==> config.mk <==
export PLATFORM = sky130hd
export DESIGN_NAME = apb_soc_ctrl
export DESIGN_NICKNAME = d
export VERILOG_FILES = /design/src/rtl/apb_soc_ctrl_pkg.sv /design/src/rtl/soc_fetch_seq.sv /design/src/rtl/apb_soc_ctrl.sv
export SDC_FILE = /design/constraint.sdc
export NUM_CORES = 1
export LEC_CHECK = 0
export ABC_AREA = 0
export ABC_CLOCK_PERIOD_IN_PS = 2300
export CORE_MARGIN = 8
export CORE_UTILIZATION = 46
export CTS_BUF_LIST = sky130_fd_sc_hd__clkbuf_2
export CTS_CLUSTER_SIZE = 14
export DETAILED_ROUTE_END_ITERATION = 10
export HOLD_SLACK_MARGIN = 0.06
export PLACE_DENSITY = 0.85
export RECOVER_POWER = 100
export SLEW_MARGIN = 20
export SYNTH_ARGS = -nofsm -noshare
export SYNTH_HDL_FRONTEND = slang
export SYNTH_SLANG_ARGS = --single-unit
==> constraint.sdc <==
create_clock -name HCLK -period 2.3 [get_ports HCLK]
set_input_delay 0.345 -clock HCLK [delete_from_list [all_inputs] [get_ports HCLK]]
set_output_delay 0.345 -clock HCLK [all_outputs]
set_load 0.01 [all_outputs]
==> src/rtl/apb_soc_ctrl_pkg.sv <==
// Shared definitions for the SoC control APB slave: register word indices,
// lock key, block version and the core-release sequencer states.
package apb_soc_ctrl_pkg;

  localparam logic [5:0] W_PAD_MUX  = 6'd0;
  localparam logic [5:0] W_CLK_GATE = 6'd1;
  localparam logic [5:0] W_BOOT_ADR = 6'd2;
  localparam logic [5:0] W_FETCH_EN = 6'd3;
  localparam logic [5:0] W_INFO     = 6'd4;
  localparam logic [5:0] W_STATUS   = 6'd5;
  localparam logic [5:0] W_LOCK     = 6'd6;
  localparam logic [5:0] W_CORE_RST = 6'd7;
  localparam logic [5:0] W_PADCFG   = 6'd16;

  localparam logic [31:0] LOCK_KEY = 32'hC0DE_1A7E;
  localparam logic [7:0]  VERSION  = 8'h03;

  typedef enum logic [1:0] {
    IDLE  = 2'd0,
    DELAY = 2'd1,
    RUN   = 2'd2
  } fetch_state_e;

endpackage

==> src/rtl/soc_fetch_seq.sv <==
// Core-release sequencer: programmable fetch-enable delay plus a retriggerable
// core soft-reset pulse that holds the sequencer idle while it is high.
module soc_fetch_seq
  import apb_soc_ctrl_pkg::*;
#(
  parameter int unsigned RELEASE_DLY = 16,
  parameter int unsigned RST_PULSE   = 8
) (
  input  logic         clk_i,
  input  logic         rst_i,
  input  logic         req_i,
  input  logic         rst_trig_i,
  output logic         fetch_en_o,
  output logic         core_rst_o,
  output fetch_state_e state_o
);

  fetch_state_e state_q;
  logic [15:0]  dly_q;
  logic [7:0]   pulse_q, pulse_d;

  always_comb begin
    pulse_d = pulse_q;
    if (rst_trig_i) begin
      pulse_d = 8'(RST_PULSE);
    end else if (pulse_q != '0) begin
      pulse_d = pulse_q - 8'd1;
    end
  end

  // req_i and pulse_d are next-state values, so the edge that commits a
  // request (or ends the pulse) is already the DELAY entry edge.
  always_ff @(posedge clk_i) begin
    if (rst_i) begin
      state_q <= IDLE;
      dly_q   <= '0;
      pulse_q <= '0;
    end else begin
      pulse_q <= pulse_d;
      if (pulse_d != '0 || !req_i) begin
        state_q <= IDLE;
        dly_q   <= '0;
      end else begin
        case (state_q)
          IDLE: begin
            state_q <= DELAY;
            dly_q   <= 16'(RELEASE_DLY);
          end
          DELAY: begin
            if (dly_q == '0) state_q <= RUN;
            else             dly_q   <= dly_q - 16'd1;
          end
          RUN:     state_q <= RUN;
          default: state_q <= IDLE;
        endcase
      end
    end
  end

  assign fetch_en_o = (state_q == RUN);
  assign core_rst_o = (pulse_q != '0);
  assign state_o    = state_q;

endmodule

==> src/rtl/apb_soc_ctrl.sv <==
// SoC control APB slave: pad mux/config, clock gates, boot address, status,
// sticky configuration lock with PSLVERR, and the core-release sequencer.
module apb_soc_ctrl
  import apb_soc_ctrl_pkg::*;
#(
  parameter int unsigned APB_ADDR_WIDTH = 12,
  parameter logic [31:0] BOOT_ADDR      = 32'h8000,
  parameter int unsigned N_PADS         = 32,
  parameter int unsigned PAD_CFG_W      = 6,
  parameter int unsigned RELEASE_DLY    = 16,
  parameter int unsigned RST_PULSE      = 8
) (
  input  logic                          HCLK,
  input  logic                          HRESET,
  input  logic [APB_ADDR_WIDTH-1:0]     PADDR,
  input  logic [31:0]                   PWDATA,
  input  logic                          PWRITE,
  input  logic                          PSEL,
  input  logic                          PENABLE,
  output logic [31:0]                   PRDATA,
  output logic                          PREADY,
  output logic                          PSLVERR,
  output logic [N_PADS*PAD_CFG_W-1:0]   pad_cfg_o,
  output logic [N_PADS-1:0]             pad_mux_o,
  output logic [31:0]                   clk_gate_o,
  output logic [31:0]                   boot_addr_o,
  output logic                          fetch_en_o,
  output logic                          core_rst_o,
  output logic                          locked_o
);

  localparam int unsigned N_CFG_WORDS = N_PADS / 4;

  logic [5:0]  word;
  logic        access, wr, rd, padcfg_hit, mapped, cfg_reg, err, we, rst_trig;
  logic        req_q, req_d, lock_q;
  logic [N_PADS-1:0]                  pad_mux_q;
  logic [31:0]                        clk_gate_q, boot_q;
  logic [1:0]                         status_q;
  logic [N_PADS-1:0][PAD_CFG_W-1:0]   pad_cfg_q;
  fetch_state_e                       seq_state;
  logic                               unused_paddr;

  assign word         = PADDR[7:2];
  assign unused_paddr = ^{PADDR[APB_ADDR_WIDTH-1:8], PADDR[1:0]};
  assign access       = PSEL & PENABLE;
  assign wr           = access & PWRITE;
  assign rd           = access & ~PWRITE;

  assign padcfg_hit = (word >= W_PADCFG) && (word < W_PADCFG + 6'(N_CFG_WORDS));
  assign mapped     = (word <= W_CORE_RST) || padcfg_hit;
  assign cfg_reg    = (word == W_PAD_MUX) || (word == W_CLK_GATE) ||
                      (word == W_BOOT_ADR) || padcfg_hit;

  always_comb begin
    err = 1'b0;
    if (!mapped) begin
      err = 1'b1;
    end else if (PWRITE) begin
      if (word == W_INFO)                                      err = 1'b1;
      else if (word == W_LOCK && !lock_q && PWDATA != LOCK_KEY) err = 1'b1;
      else if (cfg_reg && lock_q)                              err = 1'b1;
    end
  end

  assign PSLVERR  = access & err;
  assign PREADY   = 1'b1;
  assign we       = wr & ~err;
  assign rst_trig = we && (word == W_CORE_RST) && PWDATA[0];
  assign req_d    = (we && word == W_FETCH_EN) ? PWDATA[0] : req_q;

  always_ff @(posedge HCLK) begin
    if (HRESET) begin
      pad_mux_q  <= '0;
      clk_gate_q <= '1;
      boot_q     <= BOOT_ADDR;
      status_q   <= 2'b11;
      lock_q     <= 1'b0;
      req_q      <= 1'b0;
      pad_cfg_q  <= '0;
    end else begin
      req_q <= req_d;
      if (we) begin
        case (word)
          W_PAD_MUX:  pad_mux_q  <= PWDATA[N_PADS-1:0];
          W_CLK_GATE: clk_gate_q <= PWDATA;
          W_BOOT_ADR: boot_q     <= PWDATA;
          W_STATUS:   status_q   <= PWDATA[1:0];
          W_LOCK:     lock_q     <= 1'b1;
          default:    ;
        endcase
        for (int unsigned k = 0; k < N_PADS; k++) begin
          if (word == W_PADCFG + 6'(k / 4))
            pad_cfg_q[k] <= PWDATA[8*(k%4) +: PAD_CFG_W];
        end
      end
    end
  end

  always_comb begin
    PRDATA = '0;
    if (rd) begin
      case (word)
        W_PAD_MUX:  PRDATA = 32'(pad_mux_q);
        W_CLK_GATE: PRDATA = clk_gate_q;
        W_BOOT_ADR: PRDATA = boot_q;
        W_FETCH_EN: PRDATA = {28'b0, core_rst_o, 2'(seq_state), req_q};
        W_INFO:     PRDATA = {12'b0, 4'(PAD_CFG_W), 8'(N_PADS), VERSION};
        W_STATUS:   PRDATA = {30'b0, status_q};
        W_LOCK:     PRDATA = {31'b0, lock_q};
        default:    ;
      endcase
      for (int unsigned k = 0; k < N_PADS; k++) begin
        if (word == W_PADCFG + 6'(k / 4))
          PRDATA[8*(k%4) +: PAD_CFG_W] = pad_cfg_q[k];
      end
    end
  end

  soc_fetch_seq #(
    .RELEASE_DLY (RELEASE_DLY),
    .RST_PULSE   (RST_PULSE)
  ) u_seq (
    .clk_i      (HCLK),
    .rst_i      (HRESET),
    .req_i      (req_d),
    .rst_trig_i (rst_trig),
    .fetch_en_o (fetch_en_o),
    .core_rst_o (core_rst_o),
    .state_o    (seq_state)
  );

  assign pad_cfg_o   = pad_cfg_q;
  assign pad_mux_o   = pad_mux_q;
  assign clk_gate_o  = clk_gate_q;
  assign boot_addr_o = boot_q;
  assign locked_o    = lock_q;

endmodule

## After elaboration in Yosys (flattened, before gate mapping)

Cells that the tools add are included.

| word-level totals | value |
|---|---|
| bits in registers | 318 |
| bits of input ports | 49 |
| output and inout bits | 325 |
| logic and storage cells | 154 |

| operators by class | value |
|---|---|
| add/sub/neg operators | 2 |
| magnitude comparators | 3 |
| eq/ne operators | 20 |
| mux-type cells | 46 |
| bitwise logic cells | 7 |
| reductions and logical operators | 35 |

Operators with widths:

| kind | number |
|---|---|
| 32-bit one-hot mux with 7 select lines | 1 |
| 6-bit two-way mux | 32 |
| 6-bit by 5-bit equality test with 1-bit output, second input constant | 8 |
| 32-bit two-way mux | 1 |
| 32-bit inequality test, second input constant | 1 |
| 16-bit one-hot mux with 2 select lines | 1 |
| 2-bit AND reduction | 14 |
| 6-bit by 3-bit equality test with 1-bit output, second input constant | 4 |
| 16-bit logical NOT | 1 |
| 16-bit two-way mux | 1 |
| 8-bit two-way mux | 2 |
| 8-bit nonzero test | 2 |
| 16-bit by 1-bit subtractor with 16-bit output, second input constant | 1 |
| 6-bit by 2-bit equality test with 1-bit output, second input constant | 2 |
| 8-bit by 1-bit subtractor with 8-bit output, second input constant | 1 |
| 1-bit logical AND | 7 |
| 6-bit by 1-bit equality test with 1-bit output, second input constant | 1 |
| 6-bit by 5-bit greater-or-equal comparator with 1-bit output, second input constant | 1 |
| 6-bit by 3-bit <= comparator with 1-bit output, second input constant | 1 |
| 6-bit logical NOT | 1 |
| 6-bit by 5-bit less-than comparator with 1-bit output, second input constant | 1 |
| 1-bit two-way mux | 6 |
| 2-bit one-hot mux with 3 select lines | 1 |
| 1-bit bitwise AND | 5 |
| other kinds (11) | 17 |

## Depth between registers and ports, before layout

| logic depth | value |
|---|---|
| depth after elaboration | 18 |
| depth in mapped cells | 9 |
| depth with buffers taken out | 7 |

## Cells and area by module

Synthesis repeated with hierarchy kept, for this count alone.

| second synthesis, totals | value |
|---|---|
| cell total of the unflattened synthesis | 1664 |
| area, all modules | 15010.6 µm² |

Modules (own cells, without submodules):

| module | times used | cells an instance | area an instance (µm²) | seq. area each (µm²) |
|---|---|---|---|---|
| apb_soc_ctrl | 1 | 1491 | 13524.2 | 5845.6 |
| soc_fetch_seq | 1 | 173 | 1486.4 | 520.5 |

## Least setup slack after synthesis

OpenSTA, ideal clock, no wires.

| timing path | value |
|---|---|
| kind | in2out |
| start | in PADDR[4] |
| end | out PRDATA[12] |
| arrival time | 1.986 ns |
| required time | 1.955 ns |
| setup slack | -0.031 ns |
| stages on the path | 8 |
| path buffers | 3 |
| cell sequence | buf_2 or4b_4 buf_6 nor2_8 buf_4 a22oi_1 a21o_1 a31oi_1 |

| on the way | value |
|---|---|
| longest elaborated chain between the ends | 11 |
| elaborated cells on any way between the ends | 25 |
| classes of those cells | eq/ne (14); mux (10); reduce/logical (1) |

RTL lines:

| item | RTL line | RTL |
|---|---|---|
| from (decl) | apb_soc_ctrl.sv:15 | `input logic [APB_ADDR_WIDTH-1:0] PADDR,` |
| 6-bit by 3-bit equality test with 1-bit output (tied with other cells) | apb_soc_ctrl.sv:103 | `case (word)` |
| 32-bit one-hot mux with 7 select lines | apb_soc_ctrl.sv:103 |  |
| 6-bit two-way mux (7 in a row) | apb_soc_ctrl.sv:114 | `if (word == W_PADCFG + 6'(k / 4))` |
| 6-bit two-way mux (*) | apb_soc_ctrl.sv:114 |  |
| 32-bit two-way mux (*) | apb_soc_ctrl.sv:102 | `if (rd) begin` |
| to (decl) | apb_soc_ctrl.sv:20 | `output logic [31:0] PRDATA,` |

Every way passes the cells marked *; elsewhere a longest branch is shown, timed or not.

## Worst setup path after layout

| timing path | value |
|---|---|
| start | reg u_seq.pulse_q[5] |
| end | out PRDATA[3] |

| on the way | value |
|---|---|
| longest elaborated chain between the ends | 11 |

RTL lines:

| item | RTL line | RTL |
|---|---|---|
| from (decl) | soc_fetch_seq.sv:20 | `logic [7:0] pulse_q, pulse_d;` |
| from (signal assigned) | soc_fetch_seq.sv:39 | `pulse_q <= pulse_d;` |
| 8-bit nonzero test | soc_fetch_seq.sv:61 | `assign core_rst_o = (pulse_q != '0);` |
| 32-bit one-hot mux with 7 select lines | apb_soc_ctrl.sv:103 |  |
| 6-bit two-way mux (8 in a row) | apb_soc_ctrl.sv:114 |  |
| 32-bit two-way mux | apb_soc_ctrl.sv:102 |  |

Every way passes these cells.

==> run metrics <==
share of layout cells above drive strength 1 30.1%; Core ar. 0.0325 mm^2; flops & latches, synth 318; total gr overflow 0; Critical Path RT 1960 ps; syn avg cell area 8.78 um^2; WS Path Type reg -> out; initial antenna violation count 3; dpl cell area 0.0205 mm^2; leakage power 9.39 nW; Area contributors post-synth dfxtp_1 42%, nand3b_1 12%, o21ai_0 7.4%; critical path's slowest cell mux4_2; Starting Density 46.7%; via/cell ratio 5.92; detailed-route via count 16,500; Worst-Margin Slew 1020 ps; CTS Buf Count 82; clock buffer depth 3; Fin Clk Skew 59.3 ps; Most used DFF post-synth dfxtp_1; Synth area leader dfxtp_1; MaxCap Viol Count 0; part of the power in registers 49.0%; Reg clk slew, reported paths 100 ps; hold path cells 4; later-pin clock latency in the skew report 910 ps; startpoint types flip-flop; Initial DRT Pass Iterations 6; Die X 197 um; failing checks setup timing; Detailed Route Iter0 Violations 1,576; Final Hold Viols 0; CTS H-tree lvls 3; die area 0.0390 mm^2; CP max stage delay 530 ps; Hold EP pad_mux_o[23]$_SDFFE_PP0P_; crit-path cells nor4_4 > nand3_2 > mux4_2 > a21oi_2 > o221ai_2 > buf_2; clk root buf clkbuf_2; Gate power share 15.8%; Nets 2,337; fin crit share 128%; Switch Pwr 0.00339 W; most common cell in the synthesized netlist dfxtp_1; Max VDD drop 410 uV; CTS Sinks 318; Rel. slew slack 31.8%; CTS tree built; Final Max Slew Viols 0; Cells after DPL 2,564; Hold Worst Slack 222 ps; Layout Utilization 70.2%; largest net degree at the start of global routing 168; critical path peak fanout 2; FF-to-FF End u_seq.dly_q[15]$_SDFFE_PP0P_; count of non-filler cells in the finished layout 2,786; IO buf count 366; Clk pwr share 35.2%; Post-Syn Area 0.0151 mm^2; Max Freq 339 MHz; final WL 66,000 um; fillers 2,511; endpoints failing setup 26; Cell Pwr Density 500 mW/mm^2; Total GRT Usage 31.9%; Place WS -1180 ps; Sw Ratio 29.8%; Synth async-reset ratio 0%; Site Rows 66; RSZ-0062 raised after global routing true; Die Ht 197 um; Worst EP arrival 2600 ps; reg2reg setup slack 90 ps; Internal 0.00800 W; HPWL after DPL 46,800 um; Post-Syn Nets 1,779; wire per inst 23.7 um; P&R area growth vs syn 50.6%; hold path start PWDATA[23]; Post-synth EDFFs 0; remaining antenna violation count 0; GP Congestion 0.968; Remaining DRCs 0; Tmin final 2950 ps; worst min path class in -> reg; first-pass GRT wire length 97,500 um; post-synthesis sequential area ratio 42.0%; Synth Instances 1,724; most common library cells after synthesis 318 x dfxtp_1, 233 x nand3b_1, 225 x o21ai_0; Syn. warnings 0; Design Area, Final 0.0228 mm^2; PnR worst setup slack -646 ps; status finished, violations left; Reg2Reg Depth 8; number of global-route vias before repair 16,300; top-area cell type share of the netlist area 42.0%; Setup crit end kind output pin; post-synth cell types 82; IO Pins 374; worst r2r src u_seq.state_o[1]$_SDFFE_PP0P_
## worst max-delay path, delay by kind of cell, from the launching register on
family,cells,cell delay (ps)
compound gates,2,270
simple gates,2,440
flops,1,350
buf+inv,1,170
mux,1,530
## cell families after synthesis
group,Yosys count,share of synthesized area (%)
compound gates,481,18.9
flops,318,42.0
xor+xnor,18,1.04
mux,81,5.73
simple gates,631,26.0
fa+ha+maj,6,0.496
buf+inv,188,5.76
other cells,1,0.0248
## registers in the layout, summed over array words and instances (netlist names)
signal,cells
locked_o,1
status_q,2
u_seq.state_o,2
pad_cfg_o,192
boot_addr_o,32
req_q,1
clk_gate_o,32
u_seq.pulse_q,8
pad_mux_o,32
u_seq.dly_q,16
## area by class of cell
type | count | area [um^2] | area share (%)
inverter | 10 | 37.5 | 0.165
tap | 442 | 553 | 2.43
sequential | 318 | 6570 | 28.8
timing repair buffer | 651 | 6170 | 27.1
antenna | 1 | 2.50 | 0.0110
multi-input combinational | 1219 | 8700 | 38.2
clock inverter | 29 | 183 | 0.801
clock buffer | 116 | 581 | 2.55
## stage by stage
stage / setup TNS, ps / total power, W
2_1_floorplan: 0 / 0.00660
3_3_place_gp: -174800 / 0.00728
3_5_place_dp: -193490 / 0.00730
4_1_cts: -8040 / 0.0114
5_1_grt: -8880 / 0.0119
6_report: -7180 / 0.0114
## routing by layer
metal	vias up	GRT usage, %	share of wire [%]
li1	7421	-	-
met3	171	9.10	12
met1	7894	39.6	39
met5	-	0	0.044
met2	1003	51.0	45
met4	4	14.1	4.3
## cell usage in the layout, fill, tap and decap left out, types with 58 or more instances in the layout
cell type,count
nand2_1,62
clkbuf_2,121
clkdlybuf4s50_1,247
dfxtp_2,77
o21ai_0,215
nand3b_1,233
buf_4,227
dfxtp_1,212
a21oi_1,58
nor2_1,119
mux2i_1,59
nand2b_1,61
## power groups by stage
| stage | clock (W) | sequential (W) | combinational (W) |
|---|---|---|---|
| floorplan | 0 | 0.00575 | 0.000850 |
| global placement | 0 | 0.00573 | 0.00156 |
| detailed placement | 0 | 0.00573 | 0.00157 |
| CTS | 0.00407 | 0.00559 | 0.00169 |
| global route | 0.00436 | 0.00559 | 0.00191 |
| finish | 0.00401 | 0.00558 | 0.00180 |
## timing repair
action,4_1_cts,5_1_grt
endpoints found under the hold margin,27,0
resized for setup,380,174
pin swaps,85,62
endpoints found under the setup margin,78,85
hold buffers,14,0
setup buffers,42,23
cloned,3,1
## worst max-delay path by stage
stage | startpoint | end | slack [ps] | cells past startpoint
floorplan | PADDR[4] | PRDATA[9] | 3 | 7
finish | u_seq.pulse_q[5]$_SDFF_PP0_ | PRDATA[3] | -650 | 6
global route | u_seq.pulse_q[5]$_SDFF_PP0_ | PRDATA[3] | -770 | 6
detailed placement | PADDR[5] | PRDATA[11] | -1180 | 10
CTS | u_seq.pulse_q[2]$_SDFF_PP0_ | PRDATA[3] | -700 | 6
global placement | PADDR[5] | PRDATA[11] | -1160 | 10
Power figures use the tool's default switching activity.
